===== config.mk =====
export PLATFORM = sky130hd
export DESIGN_NAME = ps2_packet_rx
export DESIGN_NICKNAME = d
export VERILOG_FILES = /design/src/rtl/ps2_packet_rx.sv
export SDC_FILE = /design/constraint.sdc
export NUM_CORES = 1
export LEC_CHECK = 0
export CORE_ASPECT_RATIO = 1.2
export CORE_MARGIN = 4
export CORE_UTILIZATION = 55
export CTS_CLUSTER_DIAMETER = 200
export DETAILED_ROUTE_END_ITERATION = 12
export GPL_ROUTABILITY_DRIVEN = 0
export PLACE_DENSITY = 0.87
export REMOVE_ABC_BUFFERS = 1
export SLEW_MARGIN = 40
export SYNTH_ARGS = -nofsm -noshare
export SYNTH_HDL_FRONTEND = slang
export SYNTH_SLANG_ARGS = --single-unit

===== constraint.sdc =====
create_clock -name i_clk -period 6.15 [get_ports i_clk]
set_input_delay 1.23 -clock i_clk [delete_from_list [all_inputs] [get_ports i_clk]]
set_output_delay 1.23 -clock i_clk [all_outputs]
set_load 0.01 [all_outputs]

===== src/rtl/ps2_packet_rx.sv =====
// ps2_packet_rx: receives 4-frame PS2 packets (11-bit frames) from a
// raw, asynchronous PS2 clock/data pair and presents them as one packet.
//
// Ports:
//   i_clk          system clock (only clock of the block)
//   i_rst          asynchronous active-high reset
//   i_ps2_clk      raw PS2 clock line (asynchronous)
//   i_ps2_data     raw PS2 data line (asynchronous)
//   o_word1..4     frames of the last complete packet, arrival order,
//                  laid out [10]=start [9:2]=D0..D7 [1]=parity [0]=stop
//   o_ready        one-cycle pulse when o_word1..4 update
//   o_timeout      one-cycle pulse when a partial packet is dropped
//   o_busy         high while a packet is partially received
module ps2_packet_rx #(
    parameter int FILTER_LEN     = 8,
    parameter int TIMEOUT_CYCLES = 20000
) (
    input  logic        i_clk,
    input  logic        i_rst,
    input  logic        i_ps2_clk,
    input  logic        i_ps2_data,
    output logic [10:0] o_word1,
    output logic [10:0] o_word2,
    output logic [10:0] o_word3,
    output logic [10:0] o_word4,
    output logic        o_ready,
    output logic        o_timeout,
    output logic        o_busy
);

    localparam int FW = $clog2(FILTER_LEN + 1);
    localparam int TW = $clog2(TIMEOUT_CYCLES + 1);

    localparam logic [FW-1:0] FLT_LAST = FW'(FILTER_LEN - 1);
    localparam logic [TW-1:0] TMO_LAST = TW'(TIMEOUT_CYCLES - 1);

    typedef enum logic {
        S_IDLE = 1'b0,
        S_RECV = 1'b1
    } state_t;

    // Two-flop synchronisers; idle PS2 lines are high.
    logic [1:0] clk_sync_q;
    logic [1:0] dat_sync_q;

    always_ff @(posedge i_clk or posedge i_rst) begin
        if (i_rst) begin
            clk_sync_q <= 2'b11;
            dat_sync_q <= 2'b11;
        end else begin
            clk_sync_q <= {clk_sync_q[0], i_ps2_clk};
            dat_sync_q <= {dat_sync_q[0], i_ps2_data};
        end
    end

    logic clk_s;
    logic dat_s;

    assign clk_s = clk_sync_q[1];
    assign dat_s = dat_sync_q[1];

    // Glitch filter: the filtered level follows the synchronised clock
    // only after FILTER_LEN consecutive disagreeing samples.
    logic          fclk_q;
    logic          fclk_d;
    logic [FW-1:0] fcnt_q;
    logic [FW-1:0] fcnt_d;
    logic          fall;

    always_comb begin
        fclk_d = fclk_q;
        fcnt_d = '0;
        if (clk_s != fclk_q) begin
            if (fcnt_q == FLT_LAST) begin
                fclk_d = ~fclk_q;
            end else begin
                fcnt_d = fcnt_q + 1'b1;
            end
        end
    end

    // Falling edge is seen in the same cycle the filter flips to 0.
    assign fall = fclk_q & ~fclk_d;

    always_ff @(posedge i_clk or posedge i_rst) begin
        if (i_rst) begin
            fclk_q <= 1'b1;
            fcnt_q <= '0;
        end else begin
            fclk_q <= fclk_d;
            fcnt_q <= fcnt_d;
        end
    end

    // Frame / packet assembly
    state_t        state_q;
    state_t        state_d;
    logic [3:0]    bit_q;
    logic [3:0]    bit_d;
    logic [1:0]    frame_q;
    logic [1:0]    frame_d;
    logic [10:0]   shift_q;
    logic [10:0]   shift_d;
    logic [10:0]   slot0_q;
    logic [10:0]   slot0_d;
    logic [10:0]   slot1_q;
    logic [10:0]   slot1_d;
    logic [10:0]   slot2_q;
    logic [10:0]   slot2_d;
    logic [TW-1:0] timer_q;
    logic [TW-1:0] timer_d;
    logic [10:0]   word1_q;
    logic [10:0]   word1_d;
    logic [10:0]   word2_q;
    logic [10:0]   word2_d;
    logic [10:0]   word3_q;
    logic [10:0]   word3_d;
    logic [10:0]   word4_q;
    logic [10:0]   word4_d;
    logic          ready_q;
    logic          ready_d;
    logic          timeout_q;
    logic          timeout_d;
    logic [10:0]   frame_new;

    // Value of the shift register once the current sample is in.
    assign frame_new = {shift_q[9:0], dat_s};

    always_comb begin
        state_d   = state_q;
        bit_d     = bit_q;
        frame_d   = frame_q;
        shift_d   = shift_q;
        slot0_d   = slot0_q;
        slot1_d   = slot1_q;
        slot2_d   = slot2_q;
        timer_d   = timer_q;
        word1_d   = word1_q;
        word2_d   = word2_q;
        word3_d   = word3_q;
        word4_d   = word4_q;
        ready_d   = 1'b0;
        timeout_d = 1'b0;

        // An edge wins over a timeout reached in the same cycle.
        if (fall) begin
            timer_d = '0;
            shift_d = frame_new;
            state_d = S_RECV;
            if (bit_q == 4'd10) begin
                bit_d = '0;
                unique case (frame_q)
                    2'd0: begin
                        slot0_d = frame_new;
                        frame_d = 2'd1;
                    end
                    2'd1: begin
                        slot1_d = frame_new;
                        frame_d = 2'd2;
                    end
                    2'd2: begin
                        slot2_d = frame_new;
                        frame_d = 2'd3;
                    end
                    default: begin
                        word1_d = slot0_q;
                        word2_d = slot1_q;
                        word3_d = slot2_q;
                        word4_d = frame_new;
                        ready_d = 1'b1;
                        frame_d = 2'd0;
                        state_d = S_IDLE;
                    end
                endcase
            end else begin
                bit_d = bit_q + 1'b1;
            end
        end else begin
            unique case (state_q)
                S_RECV: begin
                    if (timer_q == TMO_LAST) begin
                        bit_d     = '0;
                        frame_d   = '0;
                        shift_d   = '0;
                        timer_d   = '0;
                        timeout_d = 1'b1;
                        state_d   = S_IDLE;
                    end else begin
                        timer_d = timer_q + 1'b1;
                    end
                end
                default: begin
                    timer_d = '0;
                end
            endcase
        end
    end

    always_ff @(posedge i_clk or posedge i_rst) begin
        if (i_rst) begin
            state_q   <= S_IDLE;
            bit_q     <= '0;
            frame_q   <= '0;
            shift_q   <= '0;
            slot0_q   <= '0;
            slot1_q   <= '0;
            slot2_q   <= '0;
            timer_q   <= '0;
            word1_q   <= '0;
            word2_q   <= '0;
            word3_q   <= '0;
            word4_q   <= '0;
            ready_q   <= 1'b0;
            timeout_q <= 1'b0;
        end else begin
            state_q   <= state_d;
            bit_q     <= bit_d;
            frame_q   <= frame_d;
            shift_q   <= shift_d;
            slot0_q   <= slot0_d;
            slot1_q   <= slot1_d;
            slot2_q   <= slot2_d;
            timer_q   <= timer_d;
            word1_q   <= word1_d;
            word2_q   <= word2_d;
            word3_q   <= word3_d;
            word4_q   <= word4_d;
            ready_q   <= ready_d;
            timeout_q <= timeout_d;
        end
    end

    assign o_word1   = word1_q;
    assign o_word2   = word2_q;
    assign o_word3   = word3_q;
    assign o_word4   = word4_q;
    assign o_ready   = ready_q;
    assign o_timeout = timeout_q;
    assign o_busy    = (state_q == S_RECV);

endmodule


Word-level counts from Yosys, hierarchy flattened
Index checks and enable logic that the tools add are counted.

cells by class
  $add $sub $neg = 3
  multipliers = 0
  divide/modulo/power cells = 0
  magnitude comparators = 0
  equal/unequal tests = 7
  shift-type cells = 0
  mux-type cells = 30
  bitwise logic cells = 4
  reduce and logical (&&, ||, !) cells = 10

operator list
  kind                     count
  $mux W15                 3
  $mux W10                 3
  $mux W4                  6
  $add A15 B1 Y15 const B  1
  $eq A15 B15 Y1 const B   1
  $reduce_and A3 Y1        5
  $mux W1                  13
  $add A4 B1 Y4 const B    2
  $mux W2                  4
  $pmux W2 S3              1
  $eq A4 B3 Y1 const B     1
  $eq A4 B4 Y1 const B     1
  $reduce_bool A2 Y1       2
  $not A1 Y1               3
  $reduce_or A3 Y1         1
  $eq A2 B1 Y1 const B     1
  $eq A2 B2 Y1 const B     1
  $logic_not A2 Y1         1
  $ne A2 B1 Y1 const B     1
  $reduce_and A2 Y1        1
  $and A1 B1 Y1            1
  $ne A1 B1 Y1             1

storage, ports and cells
  flip-flop bits (word level) = 120
  latch bits = 0
  bits in writable memories = 0
  memory bits (read-only) = 0
  input bits = 4
  logic and storage cells = 72
  memories = 0

Depth between registers and ports, before layout
Gate-level depths: netlist of the first run.

  depth after elaboration = 7
  depth in mapped cells = 7
  depth with buffers taken out = 6

Worst setup path before layout of the first run
Ideal clock, no wire load.

  kind = register to register
  start point = register fcnt_q[0]
  end point = register word1_q[0] (netlist: o_word1[0])
  data arrival time = 1.755 ns
  path slack = 4.270 ns
  cell stages (with the launch flop) = 7
  buffers on the path = 1
  clock period less this slack = 1.880 ns
  path through = dfrtp_1 -> ha_1 -> and3b_1 -> nand2_1 -> nor2_2 -> buf_2 -> mux2_2

on the way
  longest elaborated chain between the ends = 6

ends and longest elaborated chain
  element                             RTL line  source
  from (decl)                         66        logic [FW-1:0] fcnt_q;
  from (signal assigned)              91        fcnt_q <= fcnt_d;
  $eq A4 B3 Y1                        74        if (fcnt_q == FLT_LAST) begin
  $mux W1                             74
  $mux W1                             73        if (clk_s != fclk_q) begin
  $not A1 Y1                          83        assign fall = fclk_q & ~fclk_d;
  $and A1 B1 Y1                       83
  $reduce_and A3 Y1 (no source line)  -
  to (signal assigned)                224       word1_q <= word1_d;
  to (decl)                           112       logic [10:0] word1_q;

Every way passes these cells.
A chain may end at the register's enable or synchronous reset.

Worst setup path in the final report of the first run
  start point = register state_q (netlist: o_busy)
  end point = output port o_busy

RTL lines
  element                 RTL line  source
  from (decl)             96        state_t state_q;
  from (signal assigned)  216       state_q <= state_d;
  to (decl)               28        output logic o_busy

No word-level cell between the ends.

==> results of run 1 <==
## stage by stage
step | setup WS, ns | hold slack (ns)
floorplan | 1.742 | 0.3452
global placement | 3.190 | 0.3467
detailed placement | 3.156 | 0.3529
CTS | 3.367 | 0.3613
global route | 3.333 | 0.3599
finish | 3.390 | 0.3540
## Yosys cell counts (all sizes together) (2+ instances only)
cell / count
a21o: 2
a21oi: 3
a22o: 10
and3: 2
buf: 6
clkbuf: 4
dfrtp: 115
dfstp: 5
ha: 8
inv: 8
mux2: 77
nand2: 14
nand2b: 3
nand3: 8
nand3b: 3
nand4: 4
nor2: 22
nor2b: 2
nor3: 7
nor4: 4
o31ai: 2
xnor2: 13
xor2: 2
## worst paths after layout
kind | start | to | slack (ns) | depth (start not counted)
worst min-delay path | clk_sync_q[0] | clk_sync_q[1] | 0.35 | 0
min in group asynchronous | i_rst | o_word4[3] | 1.18 | 2
worst min register to register | clk_sync_q[0] | clk_sync_q[1] | 0.35 | 0
worst max register to register | fcnt_q[1] | slot2_q[5] | 3.86 | 5
worst max-delay path | o_busy | o_busy | 3.39 | 1
max in group asynchronous | i_rst | bit_q[0] | 3.89 | 3
## power groups by stage
stage / clock network [mW] / logic (mW) / registers (mW)
after floorplan: 0 / 0.0352 / 0.829
after global placement: 0 / 0.0448 / 0.830
after detailed placement: 0 / 0.0480 / 0.832
after CTS: 0.956 / 0.0486 / 0.818
after global routing: 0.992 / 0.0544 / 0.820
final: 0.939 / 0.0467 / 0.819
## routing by layer
layer	GRT usage [%]	wire, µm	up-vias
li1	-	-	1299
met1	23.73	3648	1440
met2	33.20	4636	70
met3	5.339	399	14
met4	7.644	183	0
met5	0	0	-
## kinds of logic after synthesis
kind of cell / Yosys count / share of synthesized area, %
DFF: 120 / 63.29
muxes: 77 / 18.24
and+or+nand+nor: 74 / 8.474
AOI/OAI and AO/OA: 20 / 3.368
buffers and inverters: 18 / 1.763
xor gates and xnor gates: 15 / 2.763
adders and majority gates: 8 / 2.105
## sequential cells by signal, summed over array words and instances, names as in the netlist, 10 cells and up
signal	flops
o_word4	11
o_word3	11
timer_q	15
shift_q	10
slot1_q	11
slot2_q	11
slot0_q	11
o_word2	11
o_word1	11
## cell type report
class	count	area, µm²	area share (%)
inverter	8	35.03	0.5891
multi-input combinational	194	1669	28.07
clock buffer	18	427.9	7.195
timing repair buffer	52	515.5	8.668
tap	114	142.6	2.398
clock inverter	14	147.6	2.483
sequential	120	3009	50.60
## layout by cell type, fill, tap and decap left out, types with 3 or more instances in the layout
cell type and count:
dfrtp_1 115, mux2_2 77, clkdlybuf4s50_1 50, nor2_1 20, clkbuf_16 16, nand2_1 14
xnor2_1 13, a22o_1 10, nand3_1 8, ha_1 8, inv_1 7, nor3_1 6
dfstp_2 5, clkinvlp_4 5, nand4_1 4, inv_6 4, nand2b_1 3, nor4_1 3
clkinv_2 3
==> impl_metrics.ini, run 1 <==
[outcome]
status = finished clean

[global_route]
grt_pass1_vias = 3049
grtUsageTotal_pct = 19.50
grt_pass1_wl_um = 15150
antenna_found_initial = 0
grt_max_degree = 69
grt_overflow = 0

[placed_design]
placed_area_um2 = 5369
portBuffers = 50
placedCellCount = 488
hpwlAfterDp_um = 5531

[clock_network]
clock_latency_ns = 0.51
cts_buffers = 17
cts_resized = 0
cts_setup_buffers = 0
cts-root-buf = clkbuf_8
hold_buffers = 0
tritoncts = yes
clk_path_buf_depth = 2
clkTransAtPathRegs_ns = 0.06
cts_sinks = 120
htreeDepth = 4

[pwr]
ir_worst_vdd_uv = 226.0
p_sw_share_pct = 21.84
pwr-share-seq_pct = 45.4
p_int_mw = 1.410
clkPwrFrac_pct = 52.0
pwr_density_cell_nw_per_um2 = 303.4
combinationalPowerShare_pct = 2.6
switching_power_uw = 394.0
leakage_nw = 2.780
power_mw = 1.804

[sta]
setup_viol = 0
post-route-min-period_ns = 2.760
fin_skew_ns = 0.01072
maxSlewHeadroom_pct = 55.70
worstMarginPinSlew_ns = 0.6645
grt_setup_unrepaired = no
final_max_slew_viol_count = 0
hold_viol = 0
tns_ns = 0
fmax_mhz = 362.4
finalCritPeriodShare_pct = 44.87

[synth]
synth_cells = 332
synth_top_cell_by_area = dfrtp_1
ys_warn_count = 0
async_flop_share_pct = 100.0
synth_edf_count = 0
netlist_area_um2 = 4755
synth.ff_latch_count = 120
synth_flop_cell = dfrtp_1
netlist.area_leader.share_pct = 60.53
synth.avg_cell_area_um2 = 14.32
synth.distinct_cells = 39
ys_seq_area_share_pct = 63.29
yosys-top-cells-area = dfrtp_1, mux2_2, dfstp_2, xnor2_1, ha_1

[critical_path]
critPathBufInv = 1
cpLargestDelayFamily = buffers and inverters
crit_type = reg2out
critPathArrivalTime_ns = 1.53
crit_path_start_kind = flop
crit_required_ns = 4.92
critPathMaxFanout = 5
cpPeakStageDelay_ns = 0.58
worst_setup_path_end_kind = primary output
worstPathCellList = clkdlybuf4s50_1
crit_slowest_cell = clkdlybuf4s50_1

[floorplanning]
row_count = 36
die_w_um = 92.88
die_area_um2 = 10200
chipHeight_um = 109.9
core_um2 = 8288
initial_core_util_pct = 57.37
num_io_pins = 51

[finish]
layout.nets = 405
filler_cell_count = 526
drive_above_1_share_pct = 30.79
final_cell_area_um2 = 5947
diodes = 0
final_util_pct = 71.75
area_delta_synth_final_pct = 25.08
instances_no_fill = 520

[min_path]
min_path_type = reg2reg

[route]
viasPerCell = 5.429
drtPass1Iterations = 4
drc = 0
dr.first_iter.drc_count = 184
detail_route.wl_per_cell_um = 17.05
ant_nets = 0
totalWireLength_um = 8867
vias = 2823

[job]
drv_cap = 0
Note: power is estimated with default switching activity, not from simulation.
==> inputs of run 2 (changes only) <==
--- a/config.mk
+++ b/config.mk
@@ -7,11 +7,11 @@
 export LEC_CHECK = 0
 export CORE_ASPECT_RATIO = 1.2
 export CORE_MARGIN = 4
-export CORE_UTILIZATION = 55
+export CORE_UTILIZATION = 50
 export CTS_CLUSTER_DIAMETER = 200
 export DETAILED_ROUTE_END_ITERATION = 12
 export GPL_ROUTABILITY_DRIVEN = 0
-export PLACE_DENSITY = 0.87
+export PLACE_DENSITY = 0.84
 export REMOVE_ABC_BUFFERS = 1
 export SLEW_MARGIN = 40
 export SYNTH_ARGS = -nofsm -noshare
==> constraint.sdc (replaced) <==
create_clock -name i_clk -period 2.33 [get_ports i_clk]
set_input_delay 0.466 -clock i_clk [delete_from_list [all_inputs] [get_ports i_clk]]
set_output_delay 0.466 -clock i_clk [all_outputs]
set_load 0.01 [all_outputs]
==> run 2 against run 1 <==
Effect of this change:
- cell count rose by 2.5%
- sequential cell count unchanged
- power rose to 2.6 times the previous value
- non-clock buffer count grew 7
- first-iteration DRC count down 20%
- clock power grew to 2.5 times the previous value
==> impl_metrics.ini, run 2 (same netlist as run 1, synthesis figures left out) <==
[pwr]
leakage_nw = 2.818
pwr-share-seq_pct = 46.4
p_sw_share_pct = 22.89
switching_power_mw = 1.065
p_int_mw = 3.589
pwr_density_cell_nw_per_um2 = 773.3
combinationalPowerShare_pct = 2.8
ir_worst_vdd_uv = 514.0
clkPwrFrac_pct = 50.7

[finish]
diodes = 0
drive_above_1_share_pct = 31.72
largest_reg_flops = 15
area_delta_synth_final_pct = 26.61
final_cell_mix = dfrtp_1, mux2_2, clkdlybuf4s50_1, nor2_1, clkbuf_16
final_cell_area_um2 = 6020
final_common_cell = dfrtp_1
regMostFlops = timer_q
instances_no_fill = 533
layout.nets = 412

[placed_design]
portBuffers = 50
placedCellCount = 501
placed_area_um2 = 5477
hpwlAfterDp_um = 5701

[sta]
fmax_mhz = 467.7
maxSlewHeadroom_pct = 62.01
hold_viol = 0
finalCritPeriodShare_pct = 91.77
setup_viol = 0
worstMarginPinSlew_ns = 0.5685
fin_skew_ns = 0.006581
post-route-min-period_ns = 2.138
grt_setup_unrepaired = no
final_max_slew_viol_count = 0

[clock_network]
cts_sinks = 120
cts_buffers = 17
clkTransAtPathRegs_ns = 0.06
htreeDepth = 4
cts_setup_buffers = 0
cts-root-buf = clkbuf_8
clk_path_buf_depth = 2
cts_resized = 0
hold_buffers = 0
clock_latency_ns = 0.51
tritoncts = yes

[global_route]
grt_overflow = 0
grt_pass1_wl_um = 15280
grt_max_degree = 46
grtUsageTotal_pct = 17.20
grt_pass1_vias = 3106
antenna_found_initial = 0

[route]
totalWireLength_um = 8759
wl_met2_um = 4641
maxUsedRoutingLayer = met4
detail_route.wl_per_cell_um = 16.43
vias = 2888
ant_nets = 0
dr.first_iter.drc_count = 148
wl_met3_um = 345
met1_length_um = 3632
drc = 0
viasPerCell = 5.418
drtPass1Iterations = 4

[min_path]
min_path_type = in2async

[floorplanning]
chipHeight_um = 114.8
die_w_um = 97.02
initial_core_util_pct = 51.81
num_io_pins = 51
die_area_um2 = 11140
core_um2 = 9176
row_count = 38

[critical_path]
crit_required_ns = 2.72
crit_path_start_kind = flop
critPathMaxFanout = 11
worst_setup_path_end_kind = flop
crit_type = reg2reg
critPathArrivalTime_ns = 2.53

[outcome]
status = finished clean

[job]
drv_cap = 0
[run 2: changes by cell type in the layout (fill, tap and decap cells not counted), sizes merged]
cell,change
buf,+7
clkbuf,-1
clkinvlp,-1
bufinv,-1
inv,-1
clkinv,+4
[run 2: final cells by class]
class / count / area [µm²]
Clock buffer: 17 / 414.1
Inverter: 8 / 32.53
Sequential cell: 120 / 3009
Clock inverter: 15 / 128.9
Fill cell: 624 / 3157
Multi-Input combinational cell: 194 / 1667
Tap cell: 120 / 150.1
Timing Repair Buffer: 59 / 618.1
[run 2: power groups by stage]
stage | Clock (mW) | Sequential [mW] | Combinational, mW
after floorplan | 0 | 2.19 | 0.0928
after global placement | 0 | 2.19 | 0.132
after detailed placement | 0 | 2.20 | 0.137
after CTS | 2.39 | 2.16 | 0.139
after global routing | 2.49 | 2.16 | 0.155
final | 2.36 | 2.16 | 0.133
[run 2: worst paths after layout]
| path | start | end | slack [ns] | cells after the start |
|---|---|---|---|---|
| setup / recovery | fcnt_q[0] | slot1_q[7] | 0.19 | 5 |
| hold / removal | i_rst | o_word1[3] | 0.29 | 2 |
| setup reg to reg | fcnt_q[0] | slot1_q[7] | 0.19 | 5 |
| hold reg to reg | clk_sync_q[0] | clk_sync_q[1] | 0.35 | 0 |
| max in group asynchronous | i_rst | fclk_q | 1.45 | 3 |
| min in group i_clk | clk_sync_q[0] | clk_sync_q[1] | 0.35 | 0 |
[run 2: metal layers]
| metal | vias to the layer above | global-route usage (%) |
|---|---|---|
| li1 | 1313 | - |
| met1 | 1496 | 21.48 |
| met2 | 63 | 29.51 |
| met3 | 16 | 4.187 |
| met4 | 0 | 6.086 |
| met5 | - | 0 |
[run 2: stage by stage]
stage	hold slack [ns]	setup TNS [ns]	utilization [%]	setup WS [ns]	total power, mW
floorplan	0.3452	-166.07	-	-1.314	2.280
detailed placement	0.3478	0	59.68	0.1744	2.332
CTS	0.2856	0	65.60	0.1533	4.688
global placement	0.3463	0	59.68	0.3196	2.323
finish	0.2912	0	65.60	0.1917	4.655
global route	0.3067	0	65.60	0.02640	4.812
[run 2: worst max-delay path, cell delays in order, from the launching register on]
cell and delay (ns):
dfrtp_1 0.37, ha_1 0.24, nand3b_1 0.15, nor3_2 0.39, nand2_1 0.44, mux2_2 0.43
